===== config.mk =====
export PLATFORM = sky130hd
export DESIGN_NAME = mc_control_fsm_hs
export DESIGN_NICKNAME = d
export VERILOG_FILES = /design/src/rtl/mc_ctrl_pkg.sv /design/src/rtl/mc_main_decoder.sv /design/src/rtl/mc_control_fsm_hs.sv
export SDC_FILE = /design/constraint.sdc
export NUM_CORES = 1
export LEC_CHECK = 0
export BUFFER_PORTS_ARGS = -buffer_cell sky130_fd_sc_hd__buf_2
export CAP_MARGIN = 10
export CORE_MARGIN = 4
export CORE_UTILIZATION = 39
export CTS_CLUSTER_DIAMETER = 200
export DETAILED_ROUTE_END_ITERATION = 12
export GPL_ROUTABILITY_DRIVEN = 0
export MAX_ROUTING_LAYER = met4
export PLACE_DENSITY_LB_ADDON = 0.1
export SYNTH_ARGS = -nofsm -noshare
export SYNTH_HDL_FRONTEND = slang
export SYNTH_SLANG_ARGS = --single-unit

===== constraint.sdc =====
create_clock -name clk -period 4.1 [get_ports clk]
set_input_delay 0.41 -clock clk [delete_from_list [all_inputs] [get_ports clk]]
set_output_delay 0.41 -clock clk [all_outputs]
set_load 0.1 [all_outputs]

===== src/rtl/mc_ctrl_pkg.sv =====
// +----------------------------------------------------------------------------+
// | mc_ctrl_pkg : shared encodings for the multi-cycle MIPS control FSM (r1.0)   |
// +----------------------------------------------------------------------------+
`default_nettype none

package mc_ctrl_pkg;

  typedef enum logic [2:0] {
    ST_IF   = 3'd0,
    ST_ID   = 3'd1,
    ST_EX   = 3'd2,
    ST_MEM  = 3'd3,
    ST_WB   = 3'd4,
    ST_TRAP = 3'd5
  } state_t;

  localparam logic [5:0] OP_RTYPE = 6'b000000;
  localparam logic [5:0] OP_ADDI  = 6'b001000;
  localparam logic [5:0] OP_ORI   = 6'b001101;
  localparam logic [5:0] OP_BEQ   = 6'b000100;
  localparam logic [5:0] OP_J     = 6'b000010;
  localparam logic [5:0] OP_LW    = 6'b100011;
  localparam logic [5:0] OP_SW    = 6'b101011;

  localparam logic [5:0] FN_ADD = 6'b100000;
  localparam logic [5:0] FN_SUB = 6'b100010;
  localparam logic [5:0] FN_AND = 6'b100100;
  localparam logic [5:0] FN_OR  = 6'b100101;
  localparam logic [5:0] FN_SLT = 6'b101010;

  localparam int ALU_NOP = 0;
  localparam int ALU_ADD = 1;
  localparam int ALU_SUB = 2;
  localparam int ALU_AND = 3;
  localparam int ALU_OR  = 4;
  localparam int ALU_SLT = 5;

  typedef struct packed {
    logic reg_dst;
    logic alu_src;
    logic mem_to_reg;
    logic is_beq;
    logic is_j;
    logic is_lw;
    logic is_sw;
    logic illegal;
  } dec_t;

endpackage

`default_nettype wire


===== src/rtl/mc_main_decoder.sv =====
// +----------------------------------------------------------------------------+
// | mc_main_decoder : opcode/funct -> datapath controls and class flags (r1.0)   |
// +----------------------------------------------------------------------------+
`default_nettype none

module mc_main_decoder
  import mc_ctrl_pkg::*;
#(
  parameter int ALU_OP_W = 4
) (
  input  logic [5:0]          opcode,
  input  logic [5:0]          funct,
  output dec_t                dec,
  output logic [ALU_OP_W-1:0] alu_op
);

  always_comb begin
    dec    = '0;
    alu_op = ALU_OP_W'(ALU_NOP);
    case (opcode)
      OP_RTYPE: begin
        dec.reg_dst = 1'b1;
        case (funct)
          FN_ADD:  alu_op = ALU_OP_W'(ALU_ADD);
          FN_SUB:  alu_op = ALU_OP_W'(ALU_SUB);
          FN_AND:  alu_op = ALU_OP_W'(ALU_AND);
          FN_OR:   alu_op = ALU_OP_W'(ALU_OR);
          FN_SLT:  alu_op = ALU_OP_W'(ALU_SLT);
          default: dec.illegal = 1'b1;
        endcase
      end
      OP_ADDI: begin
        dec.alu_src = 1'b1;
        alu_op      = ALU_OP_W'(ALU_ADD);
      end
      OP_ORI: begin
        dec.alu_src = 1'b1;
        alu_op      = ALU_OP_W'(ALU_OR);
      end
      OP_BEQ: begin
        dec.is_beq = 1'b1;
        alu_op     = ALU_OP_W'(ALU_SUB);
      end
      OP_J: dec.is_j = 1'b1;
      OP_LW: begin
        dec.is_lw      = 1'b1;
        dec.alu_src    = 1'b1;
        dec.mem_to_reg = 1'b1;
        alu_op         = ALU_OP_W'(ALU_ADD);
      end
      OP_SW: begin
        dec.is_sw   = 1'b1;
        dec.alu_src = 1'b1;
        alu_op      = ALU_OP_W'(ALU_ADD);
      end
      default: dec.illegal = 1'b1;
    endcase
  end

endmodule

`default_nettype wire


===== src/rtl/mc_control_fsm_hs.sv =====
// +----------------------------------------------------------------------------+
// | mc_control_fsm_hs : handshaked multi-cycle MIPS control FSM with traps (r1.0)|
// +----------------------------------------------------------------------------+
`default_nettype none

module mc_control_fsm_hs
  import mc_ctrl_pkg::*;
#(
  parameter int INSTR_LEN      = 32,
  parameter int ALU_OP_W       = 4,
  parameter int TIMEOUT_CYCLES = 16,
  parameter int CNT_W          = 5
) (
  input  logic                 clk,
  input  logic                 rst,
  input  logic [INSTR_LEN-1:0] inst,
  input  logic                 imem_ready,
  input  logic                 dmem_ready,
  input  logic                 zero,
  input  logic                 trap_clear,
  output logic                 imem_req,
  output logic                 dmem_req,
  output logic                 ir_write,
  output logic                 pc_write,
  output logic                 reg_dst_flag,
  output logic                 alu_src_flag,
  output logic                 mem_to_reg_flag,
  output logic                 reg_write_flag,
  output logic                 mem_read_flag,
  output logic                 mem_write_flag,
  output logic                 branch_flag,
  output logic                 jump_flag,
  output logic [ALU_OP_W-1:0]  alu_op,
  output logic [2:0]           state,
  output logic                 illegal_trap,
  output logic                 timeout_trap
);

  localparam logic [CNT_W-1:0] TO_LAST = (TIMEOUT_CYCLES > 0) ? CNT_W'(TIMEOUT_CYCLES - 1) : '0;

  state_t                 state_q, state_d;
  logic [INSTR_LEN-1:0]   ir_q, ir_d;
  logic [CNT_W-1:0]       cnt_q, cnt_d;
  logic                   illegal_q, illegal_d;
  logic                   timeout_q, timeout_d;

  dec_t                   dec;
  logic [ALU_OP_W-1:0]    dec_alu_op;
  logic                   dec_phase;
  logic                   to_hit;
  logic                   unused_ir_bits;

  mc_main_decoder #(.ALU_OP_W(ALU_OP_W)) u_dec (
    .opcode (ir_q[INSTR_LEN-1:INSTR_LEN-6]),
    .funct  (ir_q[5:0]),
    .dec    (dec),
    .alu_op (dec_alu_op)
  );

  assign unused_ir_bits = ^ir_q[INSTR_LEN-7:6];
  assign to_hit         = (TIMEOUT_CYCLES > 0) && (cnt_q == TO_LAST);

  always_ff @(posedge clk or posedge rst) begin
    if (rst) begin
      state_q   <= ST_IF;
      ir_q      <= '0;
      cnt_q     <= '0;
      illegal_q <= 1'b0;
      timeout_q <= 1'b0;
    end else begin
      state_q   <= state_d;
      ir_q      <= ir_d;
      cnt_q     <= cnt_d;
      illegal_q <= illegal_d;
      timeout_q <= timeout_d;
    end
  end

  always_comb begin
    state_d        = state_q;
    ir_d           = ir_q;
    cnt_d          = '0;
    illegal_d      = illegal_q;
    timeout_d      = timeout_q;
    dec_phase      = 1'b0;
    imem_req       = 1'b0;
    dmem_req       = 1'b0;
    ir_write       = 1'b0;
    pc_write       = 1'b0;
    reg_write_flag = 1'b0;
    mem_read_flag  = 1'b0;
    mem_write_flag = 1'b0;
    branch_flag    = 1'b0;
    jump_flag      = 1'b0;
    case (state_q)
      ST_IF: begin
        imem_req = 1'b1;
        if (imem_ready) begin
          ir_write = 1'b1;
          pc_write = 1'b1;
          ir_d     = inst;
          state_d  = ST_ID;
        end else if (to_hit) begin
          timeout_d = 1'b1;
          state_d   = ST_TRAP;
        end else begin
          cnt_d = cnt_q + 1'b1;
        end
      end
      ST_ID: begin
        dec_phase = 1'b1;
        if (dec.illegal) begin
          illegal_d = 1'b1;
          state_d   = ST_TRAP;
        end else begin
          state_d = ST_EX;
        end
      end
      ST_EX: begin
        dec_phase = 1'b1;
        if (dec.is_beq) begin
          branch_flag = 1'b1;
          pc_write    = zero;
          state_d     = ST_IF;
        end else if (dec.is_j) begin
          jump_flag = 1'b1;
          pc_write  = 1'b1;
          state_d   = ST_IF;
        end else if (dec.is_lw || dec.is_sw) begin
          state_d = ST_MEM;
        end else begin
          state_d = ST_WB;
        end
      end
      ST_MEM: begin
        dec_phase      = 1'b1;
        dmem_req       = 1'b1;
        mem_read_flag  = dec.is_lw;
        mem_write_flag = dec.is_sw;
        if (dmem_ready) begin
          state_d = dec.is_lw ? ST_WB : ST_IF;
        end else if (to_hit) begin
          timeout_d = 1'b1;
          state_d   = ST_TRAP;
        end else begin
          cnt_d = cnt_q + 1'b1;
        end
      end
      ST_WB: begin
        dec_phase      = 1'b1;
        reg_write_flag = 1'b1;
        state_d        = ST_IF;
      end
      ST_TRAP: begin
        if (trap_clear) begin
          illegal_d = 1'b0;
          timeout_d = 1'b0;
          state_d   = ST_IF;
        end
      end
      default: state_d = ST_IF;
    endcase

    reg_dst_flag    = dec_phase & dec.reg_dst;
    alu_src_flag    = dec_phase & dec.alu_src;
    mem_to_reg_flag = dec_phase & dec.mem_to_reg;
    alu_op          = dec_phase ? dec_alu_op : ALU_OP_W'(ALU_NOP);

    // Reset is asynchronous, so outputs must fall in the same cycle it rises.
    if (rst) begin
      imem_req        = 1'b0;
      dmem_req        = 1'b0;
      ir_write        = 1'b0;
      pc_write        = 1'b0;
      reg_dst_flag    = 1'b0;
      alu_src_flag    = 1'b0;
      mem_to_reg_flag = 1'b0;
      reg_write_flag  = 1'b0;
      mem_read_flag   = 1'b0;
      mem_write_flag  = 1'b0;
      branch_flag     = 1'b0;
      jump_flag       = 1'b0;
      alu_op          = ALU_OP_W'(ALU_NOP);
    end
  end

  assign state        = state_q;
  assign illegal_trap = illegal_q;
  assign timeout_trap = timeout_q;

endmodule

`default_nettype wire


Word level (Yosys, flattened, before mapping)

Cells that the tools add are included.

Add/subtract/negate cells: 1
Equality and inequality tests: 21
Multiplexer cells: 60
Bitwise operators: 3
Reductions and logical operators: 13

Operators by type and width:

| kind                                                 | count |
|---|---|
| equality test 6 bit (second input constant)          | 7 |
| two-way mux 1 bit                                    | 38 |
| one-hot mux 3 bit (5 select lines)                   | 2 |
| two-way mux 3 bit                                    | 9 |
| two-way mux 5 bit                                    | 3 |
| equality test 6 x 4 -> 1 bit (second input constant) | 2 |
| one-hot mux 3 bit (4 select lines)                   | 1 |
| one-hot mux 5 bit (2 select lines)                   | 1 |
| two-way mux 4 bit                                    | 2 |
| != test 2 bit (second input constant)                | 4 |
| OR reduction 4 bit                                   | 2 |
| equality test 3 x 2 -> 1 bit (second input constant) | 2 |
| equality test 3 bit (second input constant)          | 2 |
| equality test 6 x 2 -> 1 bit (second input constant) | 1 |
| equality test 6 x 3 -> 1 bit (second input constant) | 1 |
| logical NOT 6 bit                                    | 1 |
| one-hot mux 1 bit (2 select lines)                   | 3 |
| OR reduction 6 bit                                   | 1 |
| adder 5 x 1 -> 5 bit (second input constant)         | 1 |
| equality test 5 x 4 -> 1 bit (second input constant) | 1 |
| OR reduction 5 bit                                   | 1 |
| AND reduction 4 bit                                  | 1 |
| bitwise AND 1 bit                                    | 3 |
| equality test 3 x 1 -> 1 bit (second input constant) | 1 |
| 8 further kinds                                      | 8 |

Register bits: 42
Output and inout port bits: 21
Word-level logic and storage cells: 103

Logic depth before layout (Yosys ltp)

Gate-level depths: netlist of the first run.

Word-level depth: 7
Depth in mapped cells: 7
Depth with buffers taken out: 6

By module

A second synthesis of the first run with hierarchy kept.

Cells, all modules: 150
Area, all modules: 1,508.9 um^2

Modules (own cells, without submodules):

| module            | instances | cells each | area each (um^2) | seq. area each (um^2) |
|---|---|---|---|---|
| mc_control_fsm_hs | 1         | 107        | 1,187.4          | 550.5 |
| mc_main_decoder   | 1         | 43         | 321.6            | 0.0 |

Worst setup path before layout of the first run

No wires, ideal clock.

Kind: register to output
Start point: reg state_q[1] (netlist: state[1])
End point: out branch_flag
Arrival: 4.521 ns
Data required time: 3.690 ns
Path slack: -0.831 ns
Stages on the path, launching flop included: 4
Buffers on the path: 1
Path through: dfrtp_1 > buf_4 > nand3_1 > nor4b_1

Word-level cells in the longest chain between the ends: 3

RTL lines:

| item                         | line                     | source |
|---|---|---|
| start, declared              | mc_control_fsm_hs.sv:41  | `state_t state_q, state_d;` |
| start signal, assigned       | mc_control_fsm_hs.sv:71  | `state_q <= state_d;` |
| equality test 3 x 2 -> 1 bit | mc_control_fsm_hs.sv:95  | `case (state_q)` |
| two-way mux 1 bit            | mc_control_fsm_hs.sv:95  |  |
| two-way mux 1 bit            | mc_control_fsm_hs.sv:170 | `if (rst) begin` |
| end, declared                | mc_control_fsm_hs.sv:31  | `output logic branch_flag,` |

Every way passes these cells.

Final worst setup path of the first run

Start point: reg ir_q[29]
End point: out alu_op[2]

Word-level cells in the longest chain between the ends: 5
Elaborated cells between the ends (all ways): 10

RTL lines:

| item                                                                | line                     | source |
|---|---|---|
| start, declared                                                     | mc_control_fsm_hs.sv:42  | `logic [INSTR_LEN-1:0] ir_q, ir_d;` |
| start signal, assigned                                              | mc_control_fsm_hs.sv:72  | `ir_q <= ir_d;` |
| equality test 6 x 4 -> 1 bit or equality test 6 bit (tied branches) | mc_main_decoder.sv:20    | `case (opcode)` |
| OR reduction 3 bit (no line)                                        | --                       |  |
| one-hot mux 3 bit (4 select lines) (*)                              | mc_main_decoder.sv:20    |  |
| two-way mux 4 bit (*)                                               | mc_control_fsm_hs.sv:167 | `alu_op = dec_phase ? dec_alu_op : ALU_OP_W'(ALU_NOP);` |
| two-way mux 4 bit (*)                                               | mc_control_fsm_hs.sv:170 |  |
| end, declared                                                       | mc_control_fsm_hs.sv:33  | `output logic [ALU_OP_W-1:0] alu_op,` |

Mark *: on every way between the ends. The rest lies on a longest branch, timed or not.

==> results of run 1 <==
## area by class of cell
class,count,area [um^2],share of cell area (%)
clock buffers,3,22.5,1.39
well taps,46,57.6,3.55
flip-flops and latches,22,551,33.9
repair buffers,39,200,12.3
inverters,3,11.3,0.694
multi-input cells,115,781,48.1
## per-stage QoR
step | instances | cell area [um^2] | setup TNS [ns] | util, %
floorplan | 150 | 1420 | -1.37 | -
global placement | 225 | 1600 | 0 | 46.8
detailed placement | 225 | 1600 | 0 | 46.8
CTS | 228 | 1620 | 0 | 47.5
global route | 228 | 1620 | 0 | 47.5
finish | 228 | 1620 | 0 | 47.5
## routing by layer
metal	routed length, um	GRT usage (%)	part of all wire (%)
met1	1540	20.2	47
met2	1550	25.4	47
met3	175	3.12	5.3
met4	23	5.71	0.70
met5	0	-	0
## synth_stat cells (all sizes together)
library cell	number
or4	2
a211oi	1
or2	2
nor3	3
nand3b	1
mux2	12
inv	3
nor4b	1
buf	9
xor2	3
conb	1
nand4	1
and2	1
or3	1
a21oi	11
a32o	1
ha	1
o311ai	1
a21o	1
and4	1
nand4b	1
and3	5
nor3b	2
nand3	6
nand2	6
or2b	1
nor4	5
nor2b	5
nor4bb	1
a22oi	1
o41ai	1
clkbuf	1
mux2i	1
o31ai	3
dfrtp	22
o21ai	7
a31oi	1
nand2b	5
a2bb2oi	1
nor2	16
xnor2	2
## power breakdown
part,switching [mW],leakage (nW),internal [mW],total [mW]
Clock,0.0639,0.0138,0.0342,0.0982
Sequential,0.164,0.272,0.301,0.464
Combinational,0.429,0.464,0.232,0.662
Total,0.657,0.750,0.567,1.22
## worst max-delay path: cells and delay by family (launching register included)
| family | cells | cell delay, ns |
|---|---|---|
| DFF | 1 | 0.53 |
| buffers and inverters | 1 | 0.45 |
| and+or+nand+nor | 2 | 0.90 |
| AOI/OAI and AO/OA | 2 | 0.30 |
## state kept, by name, indices dropped and copies added (netlist names)
signal,flops
ir_q,12
timeout_trap,1
state,3
illegal_trap,1
cnt_q,5
## kinds of logic (layout without fill, tap and decap cells)
| logic type | count (synthesis) | count (layout) |
|---|---|---|
| mux | 13 | 13 |
| other cells | 1 | 1 |
| flops | 22 | 22 |
| buf+inv | 13 | 45 |
| fa+ha+maj | 1 | 1 |
| simple gates | 66 | 66 |
| xor+xnor | 5 | 5 |
| compound gates | 29 | 29 |
## worst max-delay path by stage
stage                           end  slack (ns)
final                     alu_op[2]        1.20
after global routing      alu_op[2]        1.03
after CTS                 alu_op[2]        1.19
after detailed placement  alu_op[2]        1.56
after global placement    alu_op[2]        1.55
after floorplan           alu_op[1]       -0.69
==> metrics.yaml, run 1 <==
timing:
  worstMarginPinSlew_ns: 0.609
  fin_ws_ns: 1.20
  relSlewSlack_pct: 59.3
  setup_violations: 0
  period_needed_ns: 2.90
  final-hold-violation-count: 0
  rsz0062_at_grt: "false"
  finalMaxSlewViolations: 0
  whs_ns: 0.186
  clock.fmax_ghz: 0.345
  min_period_over_period_pct: 70.6
  fin_skew_ns: 0.00639
route:
  viasPerCell: 5.29
  wl_per_cell_um: 14.4
  drtIter0Drc: 61
  vias: 1207
  firstDrtPassIters: 4
  ant_nets: 0
  wirelength_mm: 3.29
  post-route-drc-count: 0
setup_path:
  start_kind: "flip-flop"
  rr_worst_depth: 5
  slowest_stage: "or4_4"
  cp_max_fo: 11
  startpoint: "ir_q[29]"
  endpoint_kind: "primary output"
  worstPathArrival_ns: 2.49
  r2r-end: "state[1]"
  reg2reg_slack_ns: 2.07
  cpPeakStageDelay_ns: 0.64
  critPathKind: "flip-flop to primary output"
  crit_chain: "or4_4 -> nor4_4 -> o21ai_0 -> a21oi_1 -> buf_2"
  required_ns: 3.69
  r2r_start: "ir_q[29]"
final_layout:
  drive_gt1_share_pct: 33.5
  syn2layout_area_growth_pct: 15.0
  n_fill_cell: 361
  nets: 223
  antenna_cells: 0
  final_common_cell: "buf_2"
  final_cell_mix: "buf_2 (37), dfrtp_1 (22), nor2_1 (16), mux2_2 (12), a21oi_1 (11)"
floorplanning:
  rows: 21
  ios: 59
  die_w_um: 68.2
  dieArea_um2: 4650
  core_um2: 3420
  initial_core_util_pct: 41.3
  dieHeight_um: 68.2
yosys:
  synth_cells: 150
  synth_top_family_by_area: "simple AND/OR/NAND/NOR gates"
  synth.avg_cell_area_um2: 9.41
  ys.warnings.count: 0
  synth-compound-area-share_pct: 12.6
  synth_fa_ha_area_share_pct: 0.887
  synthSimpleGateAreaFrac_pct: 27.3
  synth.distinct_cells: 47
  synth_top_area_cell: "dfrtp_1"
  syn_area_um2: 1410
  ys_seq_elements: 22
  synth_nets: 189
  yosysTopAreaCellShare_pct: 39.0
  synth_mux_area_share_pct: 10.3
  synth_seq_area_share_pct: 39.0
  synth.top_cells.by_area: "dfrtp_1 (39%), mux2_2 (9.6%), nor2_1 (4.3%), a21oi_1 (3.9%), buf_6 (3.2%)"
  synth-xor-area-share_pct: 3.10
power:
  p_per_area_nw_per_um2: 754
  peakVddDrop_mv: 0.258
  power_mw: 1.22
  power_leakage_nw: 0.750
clock_tree:
  cts_resized: 0
  clk_latency_ns: 0.30
  root_buffer: "clkbuf_4"
  cts_tree: "built"
  ctsHoldBuffers: 0
  clk_pin_slew_worst_paths_ns: 0.12
  cts_htree_levels: 1
  cts_made_buffers: 3
  cts_setup_buffers: 0
  cts.sinks: 22
  cts_buffer_depth: 2
worst_hold_path:
  hold_class: "primary input to asynchronous set/reset pin"
placement:
  port_buffers: 37
  pre_cts_slack_ns: 1.56
  dpl.hpwl_mm: 2.54
run:
  drv_cap: 0
global_routing:
  grt_max_degree: 19
  overflow: 0
  antenna_found_initial: 0
  grt_pass1_vias: 1199
  grt_pass1_wl_mm: 5.51
  grt.total_usage_pct: 16.0
status:
  status: "finished clean"
Power figures use the tool's default switching activity.
==> run 2: changes to the inputs <==
--- a/config.mk
+++ b/config.mk
@@ -5,6 +5,7 @@
 export SDC_FILE = /design/constraint.sdc
 export NUM_CORES = 1
 export LEC_CHECK = 0
+export ABC_AREA = 1
 export BUFFER_PORTS_ARGS = -buffer_cell sky130_fd_sc_hd__buf_2
 export CAP_MARGIN = 10
 export CORE_MARGIN = 4
==> constraint.sdc (replaced) <==
create_clock -name clk -period 2.5 [get_ports clk]
set_input_delay 0.25 -clock clk [delete_from_list [all_inputs] [get_ports clk]]
set_output_delay 0.25 -clock clk [all_outputs]
set_load 0.1 [all_outputs]
==> run 2 against run 1 <==
Flip-flop and latch count is the same. Critical path depth grew 5. Final cell count grew 26%. Wire length shrank 7.9%. Synthesized cell count grew 35%. Non-clock buffer count shrank 1. Via count grew 8.5%. Setup slack lost 0.96 ns. Worst hold slack lost 0.11 ns. Largest power group unchanged.
==> metrics.yaml, run 2 <==
clock_tree:
  cts_tree: "built"
  ctsHoldBuffers: 0
  clk_latency_ns: 0.30
  clk_pin_slew_worst_paths_ns: 0.12
  root_buffer: "clkbuf_4"
  cts_buffer_depth: 2
  cts_resized: 0
  cts_made_buffers: 3
  cts_setup_buffers: 0
  cts_htree_levels: 1
  cts.sinks: 22
yosys:
  async_flop_share_pct: 100
  yosysTopAreaCellShare_pct: 38.9
  synth.top_cells.by_area: "dfrtp_1 (39%), nor2_1 (11%), nand2_1 (11%), inv_1 (7.4%), nand3_1 (4.6%)"
  synth.distinct_cells: 27
  synth_nets: 242
  synth.most_common_cell: "nor2_1"
  synth_cells: 203
  ys.warnings.count: 0
  synth_top_area_cell: "dfrtp_1"
  syn_area_um2: 1410
  ys_seq_elements: 22
  synth.avg_cell_area_um2: 6.96
  yosys_most_used_dff: "dfrtp_1"
  synth_seq_area_share_pct: 38.9
  netlist_top_cells_count: "nor2_1 (43), nand2_1 (41), inv_1 (28), dfrtp_1 (22), nand3_1 (13)"
  synth_edf_count: 0
floorplanning:
  die_w_um: 68.2
  initial_core_util_pct: 41.4
  ios: 59
  core_um2: 3420
  dieArea_um2: 4650
  dieHeight_um: 68.2
  rows: 21
route:
  vias: 1309
  drtIter0Drc: 46
  wirelength_mm: 3.04
  firstDrtPassIters: 5
  ant_nets: 0
  wl_per_cell_um: 10.5
  post-route-drc-count: 0
  viasPerCell: 4.55
global_routing:
  antenna_found_initial: 0
  grt.total_usage_pct: 14.3
  overflow: 0
  grt_pass1_wl_mm: 4.91
  grt_max_degree: 25
  grt_pass1_vias: 1095
setup_path:
  reg2reg_slack_ns: 1.01
  required_ns: 2.25
  endpoint_kind: "primary output"
  worstPathArrival_ns: 2.00
  start_kind: "flip-flop"
  cp_max_fo: 4
  critPathKind: "flip-flop to primary output"
final_layout:
  drive_gt1_share_pct: 31.0
  antenna_cells: 0
  largest_register_ffs: 12
  fin_util_pct: 50.6
  top_register: "ir_q"
  n_fill_cell: 379
  final_cells: 288
  final_cell_mix: "nand2_1 (41), nor2_1 (37), buf_2 (37), inv_1 (27), dfrtp_1 (19)"
  nets: 282
  fin_area_um2: 1730
  final_common_cell: "nand2_1"
  syn2layout_area_growth_pct: 22.2
run:
  drv_cap: 0
power:
  swShare_pct: 54.0
  seqPwrFrac_pct: 34.9
  peakVddDrop_mv: 0.449
  p_switching_uw: 956
  share_comb_of_total_power_pct: 54.1
  p_per_area_nw_per_um2: 1030
  pwr-share-clk_pct: 11.0
  p_int_uw: 815
  power_mw: 1.77
  power_leakage_nw: 0.947
timing:
  finalMaxSlewViolations: 0
  fin_ws_ns: 0.247
  min_period_over_period_pct: 90.1
  fin_tns_setup_ns: 0
  period_needed_ns: 2.25
  fin_skew_ns: 0.00186
  final-hold-violation-count: 0
  whs_ns: 0.0711
  setup_violations: 0
  rsz0062_at_grt: "false"
  clock.fmax_ghz: 0.444
worst_hold_path:
  hold_class: "primary input to asynchronous set/reset pin"
placement:
  dpl.hpwl_mm: 2.49
  postPlaceCellArea_um2: 1690
  post-place-cells: 284
  port_buffers: 37
  pre_cts_slack_ns: 0.590
status:
  status: "finished clean"
run 2: cell families after synthesis:
family / share of synthesized area, %
other cells: 0.265
compound gates: 7.08
simple gates: 37.6
xor+xnor: 1.86
buf+inv: 11.0
flops: 38.9
fa+ha+maj: 0.885
mux: 2.39
run 2: worst paths after layout:
path | end | cells after the start | from
setup / recovery | alu_op[0] | 10 | ir_q[31]
hold / removal | state[1] | 3 | rst
setup reg to reg | timeout_trap | 9 | state[0]
hold reg to reg | cnt_q[0] | 1 | cnt_q[0]
max in group asynchronous | state[0] | 3 | rst
min in group clk | ir_q[31] | 2 | inst[31]
run 2: final cells by class:
class                   instances  area (um^2)  share of cell area [%]
inverters                      32          120                    6.95
flip-flops and latches         22          559                    32.4
repair buffers                 38          193                    11.2
multi-input cells             146          762                    44.1
clock buffers                   4         36.3                    2.10
well taps                      46         57.6                    3.33
run 2: power by group through the flow:
stage          combinational, mW  clock [mW]  sequential, mW
2_1_floorplan              0.661           0           0.772
3_3_place_gp               0.964           0           0.624
3_5_place_dp               0.965           0           0.625
4_1_cts                    0.968       0.206           0.616
5_1_grt                     1.06       0.223           0.640
6_report                   0.959       0.195           0.618
run 2: critical path, cell delays in order, from the launching register on:
cell and delay (ns):
dfrtp_1 0.43, nor2_1 0.21, nand2_2 0.14, inv_2 0.08, nand3_1 0.10, nand3_1 0.10
nand2_1 0.07, nand2_1 0.06, nand2_1 0.05, inv_1 0.04, buf_2 0.41
run 2: routing by layer:
layer	vias to the layer above	track usage [%]	share of wire (%)
met3	2	2.13	5.1
met1	567	21.7	55
met4	0	4.47	0.63
met2	28	19.4	40
li1	712	-	-
met5	-	-	0
==> run 3: changes to the inputs <==
--- a/config.mk
+++ b/config.mk
@@ -10,11 +10,12 @@
 export CAP_MARGIN = 10
 export CORE_MARGIN = 4
 export CORE_UTILIZATION = 39
+export CTS_BUF_LIST = sky130_fd_sc_hd__clkbuf_4 sky130_fd_sc_hd__clkbuf_8
 export CTS_CLUSTER_DIAMETER = 200
 export DETAILED_ROUTE_END_ITERATION = 12
 export GPL_ROUTABILITY_DRIVEN = 0
 export MAX_ROUTING_LAYER = met4
-export PLACE_DENSITY_LB_ADDON = 0.1
+export PLACE_DENSITY = 0.79
 export SYNTH_ARGS = -nofsm -noshare
 export SYNTH_HDL_FRONTEND = slang
 export SYNTH_SLANG_ARGS = --single-unit
==> run 3 against run 2 <==
Critical path depth decreased by 3. Final area decreased by 0.36%. Non-clock buffer count did not move. Flip-flop and latch count unchanged. Via count increased by 3.5%. Largest cell class unchanged. Wire length grew 0.33%. Fmax shrank 0.51%. Register-to-register slack lost 0.02 ns. Highest routed layer unchanged. Worst hold slack better by 0.0013 ns. Largest power group unchanged. First-iteration DRC count is 54% higher.
==> metrics.yaml, run 3 (synthesis results as in run 2) <==
status:
  status: "finished clean"
clock_tree:
  cts_htree_levels: 1
  cts_tree: "built"
  cts_setup_buffers: 0
  root_buffer: "clkbuf_4"
  cts_buffer_depth: 2
  clk_pin_slew_worst_paths_ns: 0.12
  cts_made_buffers: 3
  ctsHoldBuffers: 0
  clk_latency_ns: 0.31
  cts.sinks: 22
  cts_resized: 0
setup_path:
  r2r_start: "state[0]"
  required_ns: 2.25
  start_kind: "flip-flop"
  cp_max_fo: 7
  critPathKind: "flip-flop to primary output"
  crit_chain: "nand2_1 -> nor2_2 -> inv_1 -> nor2_4 -> inv_2 -> nor4_4 -> buf_2"
  startpoint: "state[0]"
  worstPathArrival_ns: 2.01
  cpPeakStageDelay_ns: 0.48
  slowest_stage: "dfrtp_4"
  endpoint_kind: "primary output"
final_layout:
  top_register: "ir_q"
  regArea_um2: 559
  n_fill_cell: 354
  fin_util_pct: 50.4
  multi_input_area_um2: 762
  largest_register_ffs: 12
  drive_gt1_share_pct: 31.0
  final_common_cell: "nand2_1"
  syn2layout_area_growth_pct: 21.8
  final_cell_mix: "nand2_1 (41), nor2_1 (37), buf_2 (37), inv_1 (27), dfrtp_1 (19)"
  antenna_cells: 0
  nets: 282
global_routing:
  grt_pass1_vias: 1231
  grt.total_usage_pct: 14.5
  antenna_found_initial: 0
  overflow: 0
  grt_pass1_wl_mm: 5.11
  grt_max_degree: 25
timing:
  rsz0062_at_grt: "false"
  fin_skew_ns: 0.0100
  setup_violations: 0
  finalMaxSlewViolations: 0
  min_period_over_period_pct: 90.6
  final-hold-violation-count: 0
  clock.fmax_ghz: 0.442
  whs_ns: 0.0723
  period_needed_ns: 2.26
route:
  post-route-drc-count: 0
  wl_per_cell_um: 10.6
  vias: 1355
  viasPerCell: 4.70
  drtIter0Drc: 71
  wirelength_mm: 3.05
  ant_nets: 0
  firstDrtPassIters: 5
floorplanning:
  dieHeight_um: 68.2
  die_w_um: 68.2
  dieArea_um2: 4650
  ios: 59
  rows: 21
  initial_core_util_pct: 41.4
  core_um2: 3420
worst_hold_path:
  hold_class: "primary input to asynchronous set/reset pin"
power:
  p_int_uw: 800
  seqPwrFrac_pct: 35.1
  pwr-share-clk_pct: 10.0
  share_comb_of_total_power_pct: 54.9
  p_per_area_nw_per_um2: 1020
  swShare_pct: 54.3
  peakVddDrop_mv: 0.308
  p_switching_uw: 952
  power_leakage_nw: 0.945
run:
  drv_cap: 0
placement:
  port_buffers: 37
  dpl.hpwl_mm: 2.51
==> run 3: cell types whose count changed in the layout (fill, tap and decap cells not counted) <==
| cell | delta |
|---|---|
| clkbuf_4 | +1 |
| clkbuf_8 | -1 |
==> run 3: layout make-up <==
class | count | area share [%]
Inverter | 32 | 6.98
Sequential cell | 22 | 32.5
Tap cell | 46 | 3.34
Clock buffer | 4 | 1.74
Multi-Input combinational cell | 146 | 44.3
Timing Repair Buffer | 38 | 11.2
==> run 3: per-layer routing <==
layer	vias to the layer above	wire (um)	part of all wire (%)	track usage [%]
li1	715	-	-	-
met1	604	1500	49	18.9
met2	31	1360	45	23.3
met3	5	136	4.5	1.81
met4	0	44	1.4	4.96
met5	-	0	0	-
==> run 3: path summary, 6_finish.rpt <==
kind                                   to  depth (start not counted)  slack (ns)
max in group asynchronous        state[0]                          3        2.19
hold / removal                   state[1]                          3        0.07
hold reg to reg                  cnt_q[0]                          1        0.48
min in group clk                 ir_q[26]                          2        0.16
setup reg to reg                  ir_q[5]                          5        0.99
setup / recovery           mem_write_flag                          7        0.24
==> run 3: power by group through the flow <==
stage	Clock, mW	Combinational [mW]	Sequential, mW
2_1_floorplan	0	0.661	0.772
3_3_place_gp	0	0.951	0.616
3_5_place_dp	0	0.965	0.622
4_1_cts	0.182	0.968	0.614
5_1_grt	0.195	1.07	0.636
6_report	0.176	0.961	0.615
==> run 3: metrics by stage <==
step	total power [mW]	area, um^2	setup WS [ns]	cells	setup TNS, ns
2_1_floorplan	1.43	1480	-0.444	203	-0.929
3_3_place_gp	1.57	1690	0.591	284	0
3_5_place_dp	1.59	1690	0.576	284	0
4_1_cts	1.76	1720	0.204	288	0
5_1_grt	1.90	1720	0.104	288	0
6_report	1.75	1720	0.235	288	0
==> run 3: worst max-delay path: cells and delay by family (launching register included) <==
kind | cells | cell delay (ns)
DFF | 1 | 0.48
and+or+nand+nor | 4 | 0.60
buffers and inverters | 3 | 0.63
